### src/rtl/mem_arbiter.sv
// Non-preemptive I/D arbiter for a four-bank memory; grant is registered (visible one cycle after req).
// Owner commands pass through combinationally; busy bank or mem_stall stalls the owner, non-owner commands always stall.
module mem_arbiter #(
    parameter int AW     = 16,
    parameter int DW     = 16,
    parameter int RD_LAT = 2
) (
    input  logic          clk,
    input  logic          rst,
    input  logic          i_req,
    input  logic          i_rd,
    input  logic          i_wr,
    input  logic [AW-1:0] i_addr,
    input  logic [DW-1:0] i_data_in,
    output logic          i_grant,
    output logic          i_stall,
    output logic [DW-1:0] i_data_out,
    output logic          i_data_valid,
    output logic          i_err,
    input  logic          d_req,
    input  logic          d_rd,
    input  logic          d_wr,
    input  logic [AW-1:0] d_addr,
    input  logic [DW-1:0] d_data_in,
    output logic          d_grant,
    output logic          d_stall,
    output logic [DW-1:0] d_data_out,
    output logic          d_data_valid,
    output logic          d_err,
    output logic [AW-1:0] mem_addr,
    output logic [DW-1:0] mem_data_in,
    output logic          mem_rd,
    output logic          mem_wr,
    input  logic [3:0]    mem_busy,
    input  logic          mem_stall,
    input  logic [DW-1:0] mem_data_out,
    input  logic          mem_err
);
    localparam logic [1:0] IDLE  = 2'd0;
    localparam logic [1:0] GNT_I = 2'd1;
    localparam logic [1:0] GNT_D = 2'd2;

    logic [1:0]        state;
    logic [1:0]        state_nxt;
    logic              last;        // 1 = D side was granted most recently
    logic [RD_LAT-1:0] tag_vld;
    logic [RD_LAT-1:0] tag_side;    // 1 = read issued by D side
    logic              own_i;
    logic              own_d;
    logic              own_rd;
    logic              own_wr;
    logic [AW-1:0]     own_addr;
    logic [DW-1:0]     own_data;
    logic              accept;
    logic              ret_vld;
    logic              ret_d;

    assign own_i = (state == GNT_I) && !rst;
    assign own_d = (state == GNT_D) && !rst;

    always_comb begin
        own_rd   = 1'b0;
        own_wr   = 1'b0;
        own_addr = '0;
        own_data = '0;
        if (own_i) begin
            own_rd   = i_rd;
            own_wr   = i_wr;
            own_addr = i_addr;
            own_data = i_data_in;
        end else if (own_d) begin
            own_rd   = d_rd;
            own_wr   = d_wr;
            own_addr = d_addr;
            own_data = d_data_in;
        end
    end

    // rd and wr together is an illegal command: never forwarded, never stalled
    assign accept      = (own_rd ^ own_wr) && !mem_busy[own_addr[2:1]] && !mem_stall && !rst;
    assign mem_addr    = own_addr;
    assign mem_data_in = own_data;
    assign mem_rd      = own_rd && accept;
    assign mem_wr      = own_wr && accept;

    assign i_grant = own_i;
    assign d_grant = own_d;
    assign i_stall = own_i ? ((i_rd ^ i_wr) && !accept) : (!rst && i_req && (i_rd || i_wr));
    assign d_stall = own_d ? ((d_rd ^ d_wr) && !accept) : (!rst && d_req && (d_rd || d_wr));

    assign ret_vld      = tag_vld[RD_LAT-1] && !rst;
    assign ret_d        = tag_side[RD_LAT-1];
    assign i_data_valid = ret_vld && !ret_d;
    assign d_data_valid = ret_vld && ret_d;
    assign i_data_out   = i_data_valid ? mem_data_out : '0;
    assign d_data_out   = d_data_valid ? mem_data_out : '0;

    // memory errors follow an outstanding read return first, else the current owner
    assign i_err = (own_i && i_rd && i_wr) || (mem_err && !rst && (ret_vld ? !ret_d : own_i));
    assign d_err = (own_d && d_rd && d_wr) || (mem_err && !rst && (ret_vld ?  ret_d : own_d));

    always_comb begin
        state_nxt = state;
        case (state)
            IDLE: begin
                if (i_req && d_req) state_nxt = last ? GNT_I : GNT_D;
                else if (i_req)     state_nxt = GNT_I;
                else if (d_req)     state_nxt = GNT_D;
            end
            GNT_I:   if (!i_req) state_nxt = d_req ? GNT_D : IDLE;
            GNT_D:   if (!d_req) state_nxt = i_req ? GNT_I : IDLE;
            default: state_nxt = IDLE;
        endcase
    end

    always_ff @(posedge clk) begin
        if (rst) begin
            state    <= IDLE;
            last     <= 1'b0;
            tag_vld  <= '0;
            tag_side <= '0;
        end else begin
            state <= state_nxt;
            if (state_nxt != state && state_nxt != IDLE)
                last <= (state_nxt == GNT_D);
            tag_vld[0]  <= mem_rd;
            tag_side[0] <= own_d;
            for (int k = 1; k < RD_LAT; k++) begin
                tag_vld[k]  <= tag_vld[k-1];
                tag_side[k] <= tag_side[k-1];
            end
        end
    end
endmodule
### config.mk
export PLATFORM = sky130hd
export DESIGN_NAME = mem_arbiter
export DESIGN_NICKNAME = d
export VERILOG_FILES = /design/src/rtl/mem_arbiter.sv
export SDC_FILE = /design/constraint.sdc
export NUM_CORES = 1
export LEC_CHECK = 0
export ABC_AREA = 1
export BUFFER_PORTS_ARGS = -buffer_cell sky130_fd_sc_hd__buf_2
export CAP_MARGIN = 10
export CORE_AREA = 2 2 64 66
export DETAILED_ROUTE_END_ITERATION = 12
export DIE_AREA = 0 0 66 68
export PLACE_DENSITY_LB_ADDON = 0.3
export SYNTH_ARGS = -nofsm -noshare
export SYNTH_HDL_FRONTEND = slang
export SYNTH_SLANG_ARGS = --single-unit
### constraint.sdc
create_clock -name clk -period 2.1 [get_ports clk]
set_clock_uncertainty 0.15 [all_clocks]
set_input_delay 0.42 -clock clk [delete_from_list [all_inputs] [get_ports clk]]
set_output_delay 0.42 -clock clk [all_outputs]
set_load 0.05 [all_outputs]
After elaboration in Yosys (flattened, before gate mapping)
Index checks and enable logic that the tools add are counted.

cells by class
  order comparisons = 1
  equal/unequal tests = 4
  muxes and demuxes = 25
  bitwise gates (word level) = 3
  reduce and logical (&&, ||, !) cells = 36

operators by type and width
  kind                  number
  $mux W16              6
  $logic_and A1 B1 Y1   25
  $mux W2               7
  $mux W1               10
  $pmux W2 S3           1
  $logic_not A1 Y1      5
  $eq A2 B2 Y1 const B  2
  $logic_or A1 B1 Y1    4
  $lt A2 B3 Y1 const B  1
  $xor A1 B1 Y1         3
  $bmux W1 S2           1
  $eq A2 B1 Y1 const B  1
  $logic_not A2 Y1      1
  $ne A2 B2 Y1          1
  $reduce_bool A2 Y1    1

storage, ports and cells
  register bits after elaboration = 7
  bits of input ports = 94
  output and inout bits = 74
  logic and storage cells = 73

Depth between registers and ports, before layout
  depth in word-level cells = 13
  gate-level depth with buffers = 11

Worst setup path after synthesis
OpenSTA, ideal clock, no wires.

  path type = input to output
  from = input port rst
  to = output port d_data_out[10]
  arrival time = 2.433 ns
  required time = 1.530 ns
  setup slack = -0.903 ns
  stages = 6
  path buffers = 1
  path through = inv_2 nand2_1 nor2_1 inv_1 clkbuf_1 nor2_1

between the ends
  cells in the longest elaborated chain, start to end = 4

RTL lines
  what                 line  text
  start: declaration   9     input logic rst,
  $logic_not A1 Y1     91    assign ret_vld = tag_vld[RD_LAT-1] && !rst;
  $logic_and A1 B1 Y1  91
  $logic_and A1 B1 Y1  94    assign d_data_valid = ret_vld && ret_d;
  via d_data_valid     28    output logic d_data_valid,
  $mux W16             96    assign d_data_out = d_data_valid ? mem_data_out : '0;
  end: declaration     27    output logic [DW-1:0] d_data_out,

The timed path passes the listed nets, and every way through them passes these cells.

Worst setup path after layout
  from = register state[1]
  to = output port i_stall

between the ends
  cells in the longest elaborated chain, start to end = 13

RTL lines
  what                               line  text
  start: declaration                 43    logic [1:0] state;
  start signal: assignment           123   state <= state_nxt;
  $eq A2 B2 Y1                       59    assign own_d = (state == GNT_D) && !rst;
  $logic_and A1 B1 Y1                59
  $mux W16                           71    end else if (own_d) begin
  $mux W16                           66    if (own_i) begin
  $bmux W1 S2                        80    assign accept = (own_rd ^ own_wr) && !mem_busy[own_addr[2:1]] && !mem_stall && !rst;
  $mux W1 (not written as such)      80
  $logic_not A1 Y1                   80
  $logic_and A1 B1 Y1 (3 in series)  80
  $logic_not A1 Y1                   88    assign i_stall = own_i ? ((i_rd ^ i_wr) && !accept) : (!rst && i_req && (i_rd || i_wr));
  $logic_and A1 B1 Y1                88
  $mux W1 (*)                        88
  end: declaration                   16    output logic i_stall,

Every way passes the cells marked *; elsewhere a longest branch is shown, timed or not. The select of a mux whose other input is x is not followed.

==> metrics.md <==
| Metric | Value |
|---|---|
| Status | `complete, but fails checks` |
| Violated checks | `setup timing` |
| Least-Margin Pin Slew | `263 ps` |
| Vias | `just under 2000` |
| Worst-Skew Late Latency | `~220 ps` |
| Num rows | `23` |
| Antenna viol nets, final | `0` |
| Layout cells sized above 1 | `0.686` |
| P_leak | `between 1.5 and 2 nW` |
| Power density over the cells | `about 310 mW/mm²` |
| Final HPWL DP | `between 4000 and 5000 µm` |
| Critical Path AT | `approximately 1700 ps` |
| Final nets | `467` |
| GRT overflow | `0` |
| Initial Utilization | `0.276` |
| Fin crit period | `roughly 2300 ps` |
| Period utilization | `1.07` |
| Rel. slew slack | `0.826` |
| Library cells used by synthesis | `23` |
| Die extent in y | `68 µm` |
| CTS tree | `done` |
| Port Buf Inserts | `roughly 170` |
| Routed len/inst | `approximately 14 µm` |
| Residual DRC | `0` |
| Synth Register Bits | `7` |
| Synthesized instance count | `between 150 and 200` |
| Final worst slack | `-153 ps` |
| Syn avg cell area | `5.81 µm²` |
| Crit-path max FO | `5` |
| Worst hold margin | `247 ps` |
| Synthesized Nets | `around 280` |
| First-pass GRT wire length | `slightly above 7000 µm` |
| Clk root buf | `clkbuf_8` |
| Total track usage | `0.198` |
| Final Max Slew Viols | `0` |
| CP startpoint kind | `register` |
| CTS Buffer Depth | `2` |
| CTS sink cnt | `7` |
| Final setup fails | `6` |
| Placed cells | `a little over 400` |
| Crit end category | `output port` |
| MaxCap Viol Count | `0` |
| CTS buffer count | `3` |
| FILL cells | `roughly 290` |
| Core box area | `0.00386 mm²` |
| CP delay by family, top | `simple AND/OR/NAND/NOR gates` |
| Largest net degree at the start of global routing | `25` |
| H-tree Lvls | `1` |
| Commonest cells after routing, fill and taps aside | `buf_2, buf_4, nor2_1` |
| Yosys warns | `0` |
| CP max stage delay | `360 ps` |
| DRT iter0 DRCs | `around 80` |
| Final hold vios | `0` |
| Max Clock Freq | `444 MHz` |
| Pre-Repair DR Iteration Count | `4` |
| Synth Cell Area | `between 0.001 and 0.0015 mm²` |
| Clock slew at reported path FFs | `40 ps` |
| Area Growth Syn to Fin | `159%` |
| Worst path buffer plus inverter count | `2` |
| Crit-path cells | `inv_4 > nand2_4 > nor2_4 > nand2_1 > nand2_4 > nand3b_1 > nand3_4 > nand2_2 > nand2_2 > buf_8` |
| IO Count | `between 150 and 200` |
| Worst vdd ir | `0.491 mV` |
| CP required | `1530 ps` |
| Vias in the first global route | `around 1600` |
| Vias per inst | `~4.7` |
| Fin cells | `~420` |
| Overall power | `between 0.8 and 0.9 mW` |
| Most common cell after layout, fill and taps aside | `buf_2` |
| Initial antenna violation count | `4` |
| Die X | `~66 µm` |
| Routability cong. | `0.854` |
| Slowest CP cell | `dfxtp_4` |
| Die area | `~0.0045 mm²` |
| Worst Hold Class | `reg2reg` |
| Critical path class | `reg2out` |
| Unrepaired setup endpoints after global routing | `yes` |
| Sequential-to-total area share from yosys stat | `0.132` |
| Detailed Route WL | `6000 µm` |
worst paths after layout:
path / start / end / slack (ps) / cells after the start
max reg2reg: state[1] / tag_vld[0] / 500 / 9
min reg2reg: tag_vld[0] / tag_vld[1] / 250 / 2
max: state[1] / i_stall / -150 / 10
min: tag_vld[0] / tag_vld[1] / 250 / 2
cell families (layout without fill, tap and decap cells):
family / after synthesis / in the layout / synth area share
AND/OR/NAND/NOR: 90 / 90 / 0.388
buffers and inverters: 45 / 232 / 0.165
AO/OA/AOI/OAI: 39 / 39 / 0.292
flip-flops: 7 / 7 / 0.132
adder cells (fa/ha/maj): 2 / 2 / 0.0235
other: 0 / 2 / 0
registers in the layout, summed over array words and instances, names as in the netlist:
| register | count |
|---|---|
| last | 1 |
| state | 2 |
| tag_vld | 2 |
| tag_side | 2 |
report_power, final:
group	internal (mW)	leakage, nW	switching [mW]
clock	0.131	0.0228	0.0557
sequential	0.141	0.0585	0.00844
combinational	0.219	1.44	0.311
total	0.492	1.53	0.376
worst reg2reg max path, stage by stage, from the launching register on:
cell and delay, ps:
dfxtp_4 360, inv_4 80, nand2_4 50, nor2_4 160, nand2_1 120, nand2_4 80
nand3b_1 160, nand3_4 150, buf_4 160, nor2_1 70
synthesized netlist by cell type (all sizes together):
library cell | count | area (µm²)
nand2 | 25 | 114
nand3b | 3 | 22.5
a22o | 30 | 263
dfxtp | 7 | 140
inv | 36 | 135
ha | 2 | 25.0
o21ai | 4 | 20.0
nor2 | 52 | 219
a21oi | 3 | 15.0
clkbuf | 4 | 15.0
buf | 5 | 25.0
nand3 | 8 | 45.0
nand4 | 2 | 12.5
o22ai | 2 | 12.5
area by class of cell:
class / instances / area (µm²) / area share
clock buffer: 4 / 45.0 / 0.0163
multi-input combinational: 131 / 956 / 0.347
inverter: 36 / 146 / 0.0531
tap: 50 / 62.6 / 0.0227
sequential: 7 / 148 / 0.0535
timing repair buffer: 192 / 1400 / 0.506
antenna: 2 / 5.00 / 0.00181
per-stage QoR:
| step | setup TNS [ps] | utilization | setup WS, ps | cell area [µm²] |
|---|---|---|---|---|
| 2_1_floorplan | -2480 | - | -171 | 1260 |
| 3_3_place_gp | -864 | 0.589 | -145 | 2270 |
| 3_5_place_dp | -2200 | 0.589 | -194 | 2270 |
| 4_1_cts | -1230 | 0.631 | -154 | 2430 |
| 5_1_grt | -1440 | 0.714 | -236 | 2760 |
| 6_report | -650 | 0.715 | -153 | 2760 |
layer usage:
layer  up-vias  global-route usage  routed length, µm
met3         4              0.0954                737
met2       107               0.336               3010
li1        976                   -                  -
met5         -                   0                 27
met1       886               0.236               2230
met4         4              0.0230                  1
timing repair:
action                                  in CTS  in global routing
endpoints found under the setup margin      60                 64
hold buffers                                 0                  0
cloned                                       0                  1
gates resized for setup                     45                112
endpoints found under the hold margin        0                  0
pin swaps                                    5                 10
setup buffers                                0                  5
No activity file was read; power rests on OpenSTA's default activity.
